==> src/rtl/fwd_pkg.sv <==
// Forwarding unit shared definitions.
// Holds the 2-bit ALU operand-select codes driven on fwd_sel_o of fwd_scoreboard.
package fwd_pkg;

  typedef logic [1:0] fwd_sel_t;

  localparam fwd_sel_t FWD_NONE  = 2'b00;
  localparam fwd_sel_t FWD_MEMWB = 2'b01;
  localparam fwd_sel_t FWD_EXMEM = 2'b10;

endpackage

==> src/rtl/fwd_sb_cnt.sv <==
// One scoreboard entry: cycles remaining until a register's pending result becomes forwardable.
// Ports:
//   clk_i     core clock
//   rst_i     asynchronous active-high reset, clears the count
//   load      a producer of this register is issuing this cycle
//   load_val  latency to load (already clamped by the caller)
//   cnt_o     current remaining latency; 0 means no hazard
module fwd_sb_cnt #(
  parameter int unsigned CNT_W = 3
) (
  input  logic             clk_i,
  input  logic             rst_i,
  input  logic             load,
  input  logic [CNT_W-1:0] load_val,
  output logic [CNT_W-1:0] cnt_o
);

  logic [CNT_W-1:0] cnt_q, cnt_d;

  // A new issue overrides the running decrement (youngest producer wins).
  always_comb begin
    cnt_d = cnt_q;
    if (load) begin
      cnt_d = load_val;
    end else if (cnt_q != '0) begin
      cnt_d = cnt_q - CNT_W'(1);
    end
  end

  always_ff @(posedge clk_i or posedge rst_i) begin
    if (rst_i) begin
      cnt_q <= '0;
    end else begin
      cnt_q <= cnt_d;
    end
  end

  assign cnt_o = cnt_q;

endmodule

==> src/rtl/fwd_scoreboard.sv <==
// Forwarding and interlock unit for the pipelined core.
// Produces per-source EX/MEM > MEM/WB forwarding selects for the EX-stage operands and a stall
// request for ID while any source register still has a producer that is not yet forwardable.
// Optional build macro: FWD_PERF_CNT_EN adds saturating stall/forward event counters.
// Ports:
//   clk_i, rst_i               clock, asynchronous active-high reset
//   issue_valid_i              instruction moving ID->EX (before stall gating)
//   issue_regwrite_i           issuing instruction writes rd
//   issue_rd_i, issue_lat_i    issuing rd and its extra latency beyond EX
//   flush_i                    kill the instruction in ID
//   id_rs_i, ex_rs_i           packed ID/EX source addresses, src k at [k*REG_AW +: REG_AW]
//   RegWrite_EX_MEM, RDaddr_EX_MEM_i, RegWrite_MEM_WB, RDaddr_MEM_WB_i  downstream writers
//   fwd_sel_o                  per-source operand select, src k at [2k +: 2]
//   stall_o                    hold PC and IF/ID, bubble ID/EX
//   stall_cnt_o, fwd_cnt_o     (FWD_PERF_CNT_EN only) event counters
module fwd_scoreboard
  import fwd_pkg::*;
#(
  parameter int unsigned NUM_SRC = 2,
  parameter int unsigned REG_AW  = 5,
  parameter int unsigned MAX_LAT = 4,
  localparam int unsigned CNT_W  = $clog2(MAX_LAT + 1)
) (
  input  logic                      clk_i,
  input  logic                      rst_i,
  input  logic                      issue_valid_i,
  input  logic                      issue_regwrite_i,
  input  logic [REG_AW-1:0]         issue_rd_i,
  input  logic [CNT_W-1:0]          issue_lat_i,
  input  logic                      flush_i,
  input  logic [NUM_SRC*REG_AW-1:0] id_rs_i,
  input  logic [NUM_SRC*REG_AW-1:0] ex_rs_i,
  input  logic                      RegWrite_EX_MEM,
  input  logic [REG_AW-1:0]         RDaddr_EX_MEM_i,
  input  logic                      RegWrite_MEM_WB,
  input  logic [REG_AW-1:0]         RDaddr_MEM_WB_i,
  output logic [NUM_SRC*2-1:0]      fwd_sel_o,
  output logic                      stall_o
`ifdef FWD_PERF_CNT_EN
  ,
  output logic [31:0]               stall_cnt_o,
  output logic [31:0]               fwd_cnt_o
`endif
);

  localparam int unsigned NUM_REGS = 2 ** REG_AW;
  localparam logic [CNT_W-1:0] MaxLatC = CNT_W'(MAX_LAT);

  logic [CNT_W-1:0]  cnt [NUM_REGS];
  logic [REG_AW-1:0] id_rs [NUM_SRC];
  logic [REG_AW-1:0] ex_rs [NUM_SRC];
  logic              issue_fire;
  logic [CNT_W-1:0]  lat_clamped;
  logic              fwd_any;

  for (genvar k = 0; k < NUM_SRC; k++) begin : g_unpack
    assign id_rs[k] = id_rs_i[k*REG_AW +: REG_AW];
    assign ex_rs[k] = ex_rs_i[k*REG_AW +: REG_AW];
  end

  // A stalled or flushed ID instruction never reaches EX, so it must not mark its rd pending.
  assign issue_fire  = issue_valid_i & ~stall_o & ~flush_i;
  assign lat_clamped = (issue_lat_i > MaxLatC) ? MaxLatC : issue_lat_i;

  assign cnt[0] = '0;

  for (genvar r = 1; r < NUM_REGS; r++) begin : g_sb
    logic load;
    assign load = issue_fire & issue_regwrite_i & (issue_rd_i == REG_AW'(r));

    fwd_sb_cnt #(
      .CNT_W (CNT_W)
    ) u_cnt (
      .clk_i    (clk_i),
      .rst_i    (rst_i),
      .load     (load),
      .load_val (lat_clamped),
      .cnt_o    (cnt[r])
    );
  end

  always_comb begin
    stall_o = 1'b0;
    for (int k = 0; k < NUM_SRC; k++) begin
      if ((id_rs[k] != '0) && (cnt[id_rs[k]] != '0)) begin
        stall_o = 1'b1;
      end
    end
  end

  // EX/MEM holds the younger result, so it takes priority over MEM/WB.
  always_comb begin
    fwd_sel_o = '0;
    fwd_any   = 1'b0;
    for (int k = 0; k < NUM_SRC; k++) begin
      fwd_sel_t sel;
      sel = FWD_NONE;
      if (RegWrite_EX_MEM && (RDaddr_EX_MEM_i != '0) && (RDaddr_EX_MEM_i == ex_rs[k])) begin
        sel = FWD_EXMEM;
      end else if (RegWrite_MEM_WB && (RDaddr_MEM_WB_i != '0) &&
                   (RDaddr_MEM_WB_i == ex_rs[k])) begin
        sel = FWD_MEMWB;
      end
      if (rst_i) begin
        sel = FWD_NONE;
      end
      fwd_sel_o[2*k +: 2] = sel;
      if (sel != FWD_NONE) begin
        fwd_any = 1'b1;
      end
    end
  end

`ifdef FWD_PERF_CNT_EN
  logic [31:0] stall_cnt_q, fwd_cnt_q;

  always_ff @(posedge clk_i or posedge rst_i) begin
    if (rst_i) begin
      stall_cnt_q <= '0;
      fwd_cnt_q   <= '0;
    end else begin
      if (stall_o && (stall_cnt_q != '1)) begin
        stall_cnt_q <= stall_cnt_q + 32'd1;
      end
      if (fwd_any && (fwd_cnt_q != '1)) begin
        fwd_cnt_q <= fwd_cnt_q + 32'd1;
      end
    end
  end

  assign stall_cnt_o = stall_cnt_q;
  assign fwd_cnt_o   = fwd_cnt_q;
`else
  logic unused_fwd_any;
  assign unused_fwd_any = fwd_any;
`endif

endmodule

==> config.mk <==
export PLATFORM = sky130hd
export DESIGN_NAME = fwd_scoreboard
export DESIGN_NICKNAME = d
export VERILOG_FILES = /design/src/rtl/fwd_pkg.sv /design/src/rtl/fwd_sb_cnt.sv /design/src/rtl/fwd_scoreboard.sv
export SDC_FILE = /design/constraint.sdc
export NUM_CORES = 1
export LEC_CHECK = 0
export CORE_MARGIN = 1
export CORE_UTILIZATION = 66
export DETAILED_ROUTE_END_ITERATION = 10
export PLACE_DENSITY = 0.88
export SETUP_SLACK_MARGIN = 0.3
export SKIP_CTS_REPAIR_TIMING = 1
export SLEW_MARGIN = 40
export SYNTH_ARGS = -nofsm -noshare
export SYNTH_HDL_FRONTEND = slang
export SYNTH_SLANG_ARGS = --single-unit
==> constraint.sdc <==
create_clock -name clk_i -period 10.7 [get_ports clk_i]
set_input_delay 1.07 -clock clk_i [delete_from_list [all_inputs] [get_ports clk_i]]
set_output_delay 1.07 -clock clk_i [all_outputs]
set_load 0.1 [all_outputs]
# == Word-level counts from Yosys, hierarchy flattened ==
# Index checks and enable logic that the tools add are counted.
# classes
add_sub_neg,31
order_cmp,3
n_eq_ne,35
mux,77
bitwise_logic,38
n_reduce_logical,76
# ops
operator,n
two-way mux 3 bit,67
nonzero test 3 bit,33
"subtractor 3 x 1 -> 3 bit, second input constant",31
"== test 5 bit, second input constant",16
nonzero test 2 bit,31
"== test 5 x 4 -> 1 bit, second input constant",8
bitwise AND 1 bit,34
binary-select mux 3 bit (select 5 bit),2
"== test 5 x 3 -> 1 bit, second input constant",4
== test 5 bit,4
nonzero test 5 bit,4
">= comparator 6 bit, second input constant",2
NOT 5 -> 6 bit,2
"== test 5 x 2 -> 1 bit, second input constant",2
logical AND 1 bit,8
two-way mux 2 bit,4
"== test 5 x 1 -> 1 bit, second input constant",1
two-way mux 1 bit,4
"> comparator 3 bit, second input constant",1
NOT 1 bit,2
# word_totals
reg_bits,93
out_inout_bits,5
wordCells,291

# == Longest topological paths before layout ==
# Gate-level depths: netlist of the first run.
# logic_depth
depth_word,14
depth_mapped,9

# == Modules after synthesis ==
# A second synthesis of the first run with hierarchy kept.
# hier_totals
cells_unflattened,922
area_unflattened_um2,8091.5
# by_module_without_submodules
module,n_inst,cells_each,area_each_um2,seq_area_each_um2
fwd_sb_cnt,31,21,200.2,75.1
fwd_scoreboard,1,271,1885.6,0.0

# == Worst setup path after synthesis of the first run ==
# Ideal clock, no wire load.
# synth_timing
kind,in2out
from,input port rst_i
to,output port fwd_sel_o[0]
arrival_ps,6675
t_required_ps,9630
path_slack_ps,2955
path_stages,4
path_buffers,0
path_cell_list,inv_1 o211ai_1 or4_1 nor4_1
# synth_via
elab_chain_cells,1
# synth_lines
element,line_no,rtl
from (decl),fwd_scoreboard.sv:25,"input logic rst_i,"
two-way mux 2 bit,fwd_scoreboard.sv:104,if (rst_i) begin
to (decl),fwd_scoreboard.sv:37,"output logic [NUM_SRC*2-1:0] fwd_sel_o,"
# Every way passes these cells.

# == Worst setup path after layout of the first run ==
# layout_timing
from,input port id_rs_i[5]
to,output port stall_o
# layout_via
elab_chain_cells,7
# layout_lines
element,line_no,rtl
from (decl),fwd_scoreboard.sv:31,"input logic [NUM_SRC*REG_AW-1:0] id_rs_i,"
NOT 5 -> 6 bit (implied by the code),fwd_scoreboard.sv:85,if ((id_rs[k] != '0) && (cnt[id_rs[k]] != '0)) begin
binary-select mux 3 bit (select 5 bit),fwd_scoreboard.sv:85,
two-way mux 3 bit (implied by the code) (2 in a row),fwd_scoreboard.sv:85,
nonzero test 3 bit,fwd_scoreboard.sv:85,
logical AND 1 bit *,fwd_scoreboard.sv:85,
two-way mux 1 bit *,fwd_scoreboard.sv:85,
to (decl),fwd_scoreboard.sv:38,output logic stall_o
# Mark *: on every way between the ends. The rest lies on a longest branch, timed or not. The select of a mux whose other input is x is not followed.

==> results.md, run 1 <==
* Max frequency at between 0.15 and 0.2 GHz
* Total Wirelength at between 15 and 20 mm
* Hold WC Path Type: reg2reg
* Clock Pin Slew Worst Setup and Hold Paths at roughly 0.070 ns
* Seq cells post-synth at between 90 and 100
* Max FFs per register at 93
* Compound-cell area share of the yosys netlist at 0.06049
* Worst-margin pin slew at approximately 0.83 ns
* Worst Path Required at ~9.6 ns
* Max Cap Violations at 0
* PortBufs at about 50
* Area of the multi-input gates at 4977 µm²
* Yosys cell types at 54
* Crit end category: primary output
* Leakage at a little over 4 nW
* Largest net degree at the start of global routing at 61
* Register area at 2327 µm²
* Skew-Pair Late Insertion Delay at between 0.3 and 0.4 ns
* Die area at approximately 12000 µm²
* Outcome: complete, no violations
* Max clock buf depth at 2
* Fillcell total at about 800
* CP Class: in2out
* Clock Sinks at 93
* Main combinational cell family by area after synthesis: simple AND/OR/NAND/NOR gates
* EDFF count, synth at 0
* Initial antenna violation count at 0
* DRC at 0
* Total gr overflow at 0
* WL/cell at 18.99 µm
* Layout area overhead at 10.74%
* Synth Area in Simple Gates at 0.2243
* Register area share after synthesis at 0.3008
* Cts bufs inserted at 9
* Fin Setup TNS at 0 ns
* Post-Synthesis Net Count at ~850
* CTS tree: built
* Drt first-iter violations at around 430
* Vias in the first global route at around 6000
* Post-synthesis average cell area at 10.36 µm²
* Total power draw at roughly 2.3 mW
* Vias/cell at between 6 and 7
* Fin nets at between 800 and 900
* H-tree Lvls at 3
* Post-synthesis xor/xnor area fraction at 0.05774
* Via Count at just under 6000
* Top cells by area, synth: dfrtp_1 (30%), ha_1 (10%), mux2i_1 (8.5%)
* Endpoints failing setup at 0
* Row count at 39
* PwrDens at around 270 nW/µm²
* Arrival time worst endpoint at 4.42 ns
* HPWL Detailed at 13.24 mm
* Global Route Usage Sum at 0.3167
* FFs w/ async S/R, synth at 1.000
* Worst rel slew slack at 0.4468
* Mapped cell area at approximately 7700 µm²
* Unrepaired setup endpoints after global routing: false
* Antenna Cells at 0
* Ys flop type: dfrtp_1
* Crit path max fanout at 32
* Crit path time final at 5.492 ns
* Fraction of layout cells with a size suffix above 1 at 0.1629
* Max-slew violation count at 0
* Multiplexer share of the synthesized area at 0.1980
* Final hold vios at 0
* Post-Synth Adder-Cell Area at 0.1003
* I/O pins at 50
* Syn Inst Count at between 700 and 800
* Post-layout utilization of the core at 0.7503
* Final period utilization at 0.5133
* Die Span X at between 100 and 150 µm
* First-pass detailed-route iteration total at 5
* Max rail drop VDD at 0.1715 mV
* RePlAce Congestion at roughly 1
* Clock Tree Root: clkbuf_16
* Initial Util at 0.6775
* Antenna viol nets, final at 0
* Clock skew at 0.006744 ns
* Yosys warns at 0
* Synth area leader: dfrtp_1
* Area share of the leading cell type in the synthesized netlist at 0.3008
* First-pass GRT wire length at 28.90 mm
* Startpoint Class: input pin
* Die Y at between 100 and 150 µm
* Core Footprint at between 10000 and 15000 µm²
## cell usage in the layout (no fill, tap or decap), types with 3 or more instances in the layout
cell,synthesis,final
dfrtp_1,93,93
nand3_1,5,5
xnor2_1,41,41
a21oi_1,5,5
nor4_1,19,19
or4_1,5,4
mux4_2,4,4
ha_1,62,62
buf_2,4,5
nor3_1,30,30
clkdlybuf4s50_1,0,44
nand2b_1,38,36
mux2_2,29,29
nor2_1,63,63
a211oi_1,5,5
a2111oi_0,6,6
nand2_1,38,38
buf_4,3,3
mux2_1,3,3
nand3b_1,6,6
o21ai_0,35,35
inv_1,65,64
nand4_4,29,29
clkbuf_16,0,9
mux2i_1,66,66
mux2_4,28,28
xor2_1,10,10
or3_1,3,3
## cell families (layout without fill, tap and decap cells)
family                   count (synthesis)  count (layout)
AND/OR/NAND/NOR                        248             248
multiplexers                           130             130
flip-flops                              93              93
buffers and inverters                   92             137
AO/OA/AOI/OAI                           71              71
adder cells (fa/ha/maj)                 62              62
XOR/XNOR                                51              51
## synth_stat cells, types with 2 or more instances
library cell  number
nor4b_1            2
nand3_1            5
buf_12             3
a2111oi_0          6
mux2_1             3
o311ai_0           2
o2111ai_1          2
nor2_1            63
ha_1              62
o21ai_0           35
a21oi_1            5
clkbuf_1          11
inv_1             65
mux2_4            28
buf_2              4
or3_1              3
buf_8              3
buf_4              3
nand4_4           29
o211ai_1           2
or3b_2             2
o221ai_1           2
mux2_2            29
dfrtp_1           93
mux2i_1           66
nand4_2            2
nand2b_1          38
xnor2_1           41
o311ai_1           2
mux4_2             4
nand3b_1           6
nor4_1            19
nor3_1            30
xor2_1            10
nand2_1           38
inv_2              2
or4_1              5
or3b_1             2
a211oi_1           5
## worst max-delay path: stages
cell and delay, ns:
clkdlybuf4s50_1 1.01, mux4_2 0.41, a31o_1 0.23, or4_2 0.66, buf_4 0.39, nand3_1 0.19
buf_2 0.44
## worst paths after layout
path / startpoint / end / slack (ns) / cells past startpoint
max in group asynchronous: rst_i / g_sb[13].u_cnt.cnt_o[2]$_DFFE_PP0P_ / 8.58 / 3
max reg2reg: g_sb[29].u_cnt.cnt_o[2]$_DFFE_PP0P_ / g_sb[24].u_cnt.cnt_o[2]$_DFFE_PP0P_ / 7.47 / 7
min: g_sb[18].u_cnt.cnt_o[0]$_DFFE_PP0P_ / g_sb[18].u_cnt.cnt_o[0]$_DFFE_PP0P_ / 0.61 / 2
max: id_rs_i[5] / stall_o / 5.21 / 7
min in group asynchronous: rst_i / g_sb[6].u_cnt.cnt_o[0]$_DFFE_PP0P_ / 1.18 / 2
min reg2reg: g_sb[18].u_cnt.cnt_o[0]$_DFFE_PP0P_ / g_sb[18].u_cnt.cnt_o[0]$_DFFE_PP0P_ / 0.61 / 2
## area by class of cell
cell class                 instances  share of cell area
multi-input combinational        562              0.5810
sequential                        93              0.2717
timing repair buffer              54             0.06061
clock buffer                      11             0.02950
inverter                          67             0.02950
tap                              143             0.02089
clock inverter                     5            0.006864
## where the power goes
| part | internal, mW | total (mW) | switching (mW) |
|---|---|---|---|
| Sequential | 0.550 | 0.757 | 0.207 |
| Combinational | 0.593 | 1.18 | 0.586 |
| Clock | 0.194 | 0.336 | 0.142 |
| Total | 1.34 | 2.27 | 0.935 |
## per-layer routing
metal | vias to the layer above | GRT usage | routed length, µm
li1 | 2714 | - | -
met1 | 2820 | 0.3620 | 7102
met2 | 181 | 0.5701 | 9038
met3 | 50 | 0.07172 | 963
met4 | 0 | 0.1259 | 647
met5 | - | 0 | 0
## stage by stage
| stage | instance area [µm²] | cells | setup slack, ns | hold slack [ns] |
|---|---|---|---|---|
| 3_5_place_dp | 8232 | 918 | 5.257 | 0.5935 |
| 2_1_floorplan | 7736 | 747 | 2.955 | 0.5703 |
| 6_report | 8567 | 935 | 5.208 | 0.6057 |
| 4_1_cts | 8543 | 934 | 5.252 | 0.6125 |
| 5_1_grt | 8567 | 935 | 5.115 | 0.6343 |
| 3_3_place_gp | 8257 | 918 | 4.592 | 0.5873 |
No activity file was read; power rests on OpenSTA's default activity.
==> inputs of run 2 (changes only) <==
--- a/config.mk
+++ b/config.mk
@@ -6,9 +6,9 @@
 export NUM_CORES = 1
 export LEC_CHECK = 0
 export CORE_MARGIN = 1
-export CORE_UTILIZATION = 66
+export CORE_UTILIZATION = 61
 export DETAILED_ROUTE_END_ITERATION = 10
-export PLACE_DENSITY = 0.88
+export PLACE_DENSITY = 0.82
 export SETUP_SLACK_MARGIN = 0.3
 export SKIP_CTS_REPAIR_TIMING = 1
 export SLEW_MARGIN = 40
==> constraint.sdc (replaced) <==
create_clock -name clk_i -period 5.5 [get_ports clk_i]
set_input_delay 0.55 -clock clk_i [delete_from_list [all_inputs] [get_ports clk_i]]
set_output_delay 0.55 -clock clk_i [all_outputs]
set_load 0.1 [all_outputs]
==> results.md, run 2 (synthesized netlist as in run 1, its figures left out) <==
* Outcome: complete, no violations
* Fin Setup TNS at 0 ns (unchanged)
* Vias/cell at 6.020 (-2.4%)
* Worst Path Buf+Inv at 3 (unchanged)
* Total gr overflow at 0 (unchanged)
* First-pass GRT wire length at 29.43 mm (+1.8%)
* Vias in the first global route at 5946 (-1.3%)
* Cts bufs inserted at 9 (unchanged)
* CP Class: in2out
* Hold_sp: g_sb[29].u_cnt.cnt_o[0]$_DFFE_PP0P_
* RePlAce Congestion at 0.9287 (-5.7%)
* Global Route Usage Sum at 0.2915 (-0.02522)
* Post-placement cell count at 945 (+2.9%)
* CP peak stage delay at 0.99 ns (-0.02 ns)
* R2r startpoint: g_sb[29].u_cnt.cnt_o[2]$_DFFE_PP0P_
* Crit path time final at roughly 4.3 ns
* Worst Hold Depth at 2 (unchanged)
* Most frequent cells in the layout: dfrtp_1 (93), mux2i_1 (66), inv_1 (64)
* Final hold vios at 0 (unchanged)
* Layout area overhead at 11.40%
* Fraction of layout cells with a size suffix above 1 at 0.1639 (+0.001056)
* Die area at 13140 µm² (+8.0%)
* Worst-margin pin slew at 0.8294 ns (+0.002122 ns)
* Via Count at 5785 (+0.35%)
* I/O pins at 50 (unchanged)
* Row count at 40 (+2.6%)
* WL/cell at 18.44 µm (-2.9%)
* CP top delay family: buffers and inverters
* Endpoints failing setup at 0 (unchanged)
* Largest net degree at the start of global routing at 71 (+16%)
* PwrDens at 514.4 nW/µm² (+94%)
* CTS tree: built
* Worst-path cell chain: clkdlybuf4s50_1 -> inv_2 -> mux4_2 -> a31o_1 -> or4_2 -> nand3_1 -> buf_4
* H-tree Lvls at 3 (unchanged)
* Unrepaired setup endpoints after global routing: false
* Die Y at 114.6 µm (+3.9%)
* Total Wirelength at 17.72 mm (-0.19%)
* Initial Util at 0.6361 (-0.04140)
* Clock Tree Root: clkbuf_16
* Hold Path End: g_sb[29].u_cnt.cnt_o[0]$_DFFE_PP0P_
* Critical path's slowest cell: or4_2
* Worst rel slew slack at 0.4471 (about the same)
* Worst R2R Setup Slack at 2.01 ns (-5.46 ns)
* Crit path max fanout at 15 (-53%)
* Arrival time worst endpoint at 3.76 ns (-0.66 ns)
* Core Footprint at 12160 µm² (+6.5%)
* PortBufs at 49 (unchanged)
* FF-to-FF path depth at 7 (unchanged)
* Fin nets at 895 (+0.11%)
* Max FFs per register at 93 (unchanged)
* Clock Pin Slew Worst Setup and Hold Paths at 0.07 ns (about the same)
* Skew-Pair Late Insertion Delay at 0.36 ns (about the same)
* Register area at 2327 µm² (unchanged)
* Max clock buf depth at 2 (unchanged)
* Startpoint Class: input pin
* Clock Sinks at 93 (unchanged)
* Clock skew at 0.01123 ns (+0.004485 ns)
* Fillcell total at 883 (+13%)
* Max Cap Violations at 0 (unchanged)
* Max-slew violation count at 0 (unchanged)
* Drt first-iter violations at 461 (+8.0%)
* Initial antenna violation count at 0 (unchanged)
* DRC at 0 (unchanged)
* First-pass detailed-route iteration total at 5 (unchanged)
* Max rail drop VDD at 0.2871 mV (+67%)
* Leakage at 4.051 nW (+0.12%)
* Worst Path Required at 4.95 ns (-4.68 ns)
* Antenna viol nets, final at 0 (unchanged)
* Reg2reg end: g_sb[11].u_cnt.cnt_o[2]$_DFFE_PP0P_
* Die Span X at 114.6 µm (+3.9%)
* HPWL Detailed at 13.10 mm (-1.0%)
* Final period utilization at 0.7837
* Hold WC Path Type: reg2reg
* Commonest non-fill, non-tap cell in the layout: dfrtp_1
* Crit end category: primary output
* Max frequency at about 0.23 GHz
* Antenna Cells at 0 (unchanged)
* Area of the multi-input gates at 4990 µm² (+0.25%)
* Post-route insts no fill at 961 (+2.8%)
## run 2: changes by cell type in the layout (fill, tap and decap cells not counted), moves of 2 or more
| cell | before | now |
|---|---|---|
| buf_4 | 3 | 8 |
| clkbuf_1 | 0 | 3 |
| buf_2 | 5 | 3 |
| clkinv_2 | 2 | 0 |
| nor4_1 | 19 | 17 |
| nor4_2 | 0 | 2 |
## run 2: metal layers
layer,vias to the layer above,GRT usage,routed length (µm)
li1,2740,-,-
met1,2831,0.3486,7221
met2,173,0.5176,9100
met3,41,0.04447,910
met4,0,0.1281,485
met5,-,0.007843,0
## run 2: worst max-delay path by stage
stage	from	end	slack [ns]	cells after the start
2_1_floorplan	rst_i	fwd_sel_o[0]	1.00	4
3_3_place_gp	id_rs_i[5]	g_sb[24].u_cnt.cnt_o[2]$_DFFE_PP0P_	1.19	7
3_5_place_dp	id_rs_i[5]	g_sb[24].u_cnt.cnt_o[2]$_DFFE_PP0P_	1.15	7
4_1_cts	id_rs_i[5]	stall_o	1.20	6
5_1_grt	id_rs_i[6]	stall_o	1.09	7
6_report	id_rs_i[6]	stall_o	1.19	7
## run 2: where the power goes
| part | internal (mW) | total [mW] | switching (mW) | leakage (nW) |
|---|---|---|---|---|
| clock network | 0.413 | 0.683 | 0.270 | 0.154 |
| registers | 1.07 | 1.45 | 0.383 | 1.09 |
| logic | 1.15 | 2.30 | 1.15 | 2.81 |
| total | 2.63 | 4.43 | 1.80 | 4.05 |
## run 2: cell type report
cell class,count,area share
timing repair buffer,55,0.05996
tap,168,0.02439
clock inverter,3,0.007985
sequential,93,0.2700
clock buffer,13,0.02904
multi-input combinational,562,0.5790
inverter,67,0.02962
## run 2: worst reg2reg max path: stages (launching register included)
cell       delay [ns]
dfrtp_1          0.40
nor3_1           0.49
o221ai_1         0.25
a2111oi_2        0.51
o221a_4          0.72
buf_4            0.45
nand4_4          0.20
mux2_4           0.36
## run 2: stage by stage
step | utilization | cell area, µm² | total power [mW] | hold WS, ns | setup slack [ns]
after detailed placement | 0.6828 | 8304 | 3.733 | 0.5949 | 1.147
after global placement | 0.6833 | 8310 | 3.518 | 0.5876 | 1.192
after global routing | 0.7086 | 8618 | 4.799 | 0.6327 | 1.092
after CTS | 0.7091 | 8623 | 4.440 | 0.6089 | 1.197
final | 0.7086 | 8618 | 4.434 | 0.6074 | 1.190
after floorplan | - | 7752 | 3.221 | 0.5703 | 1.002
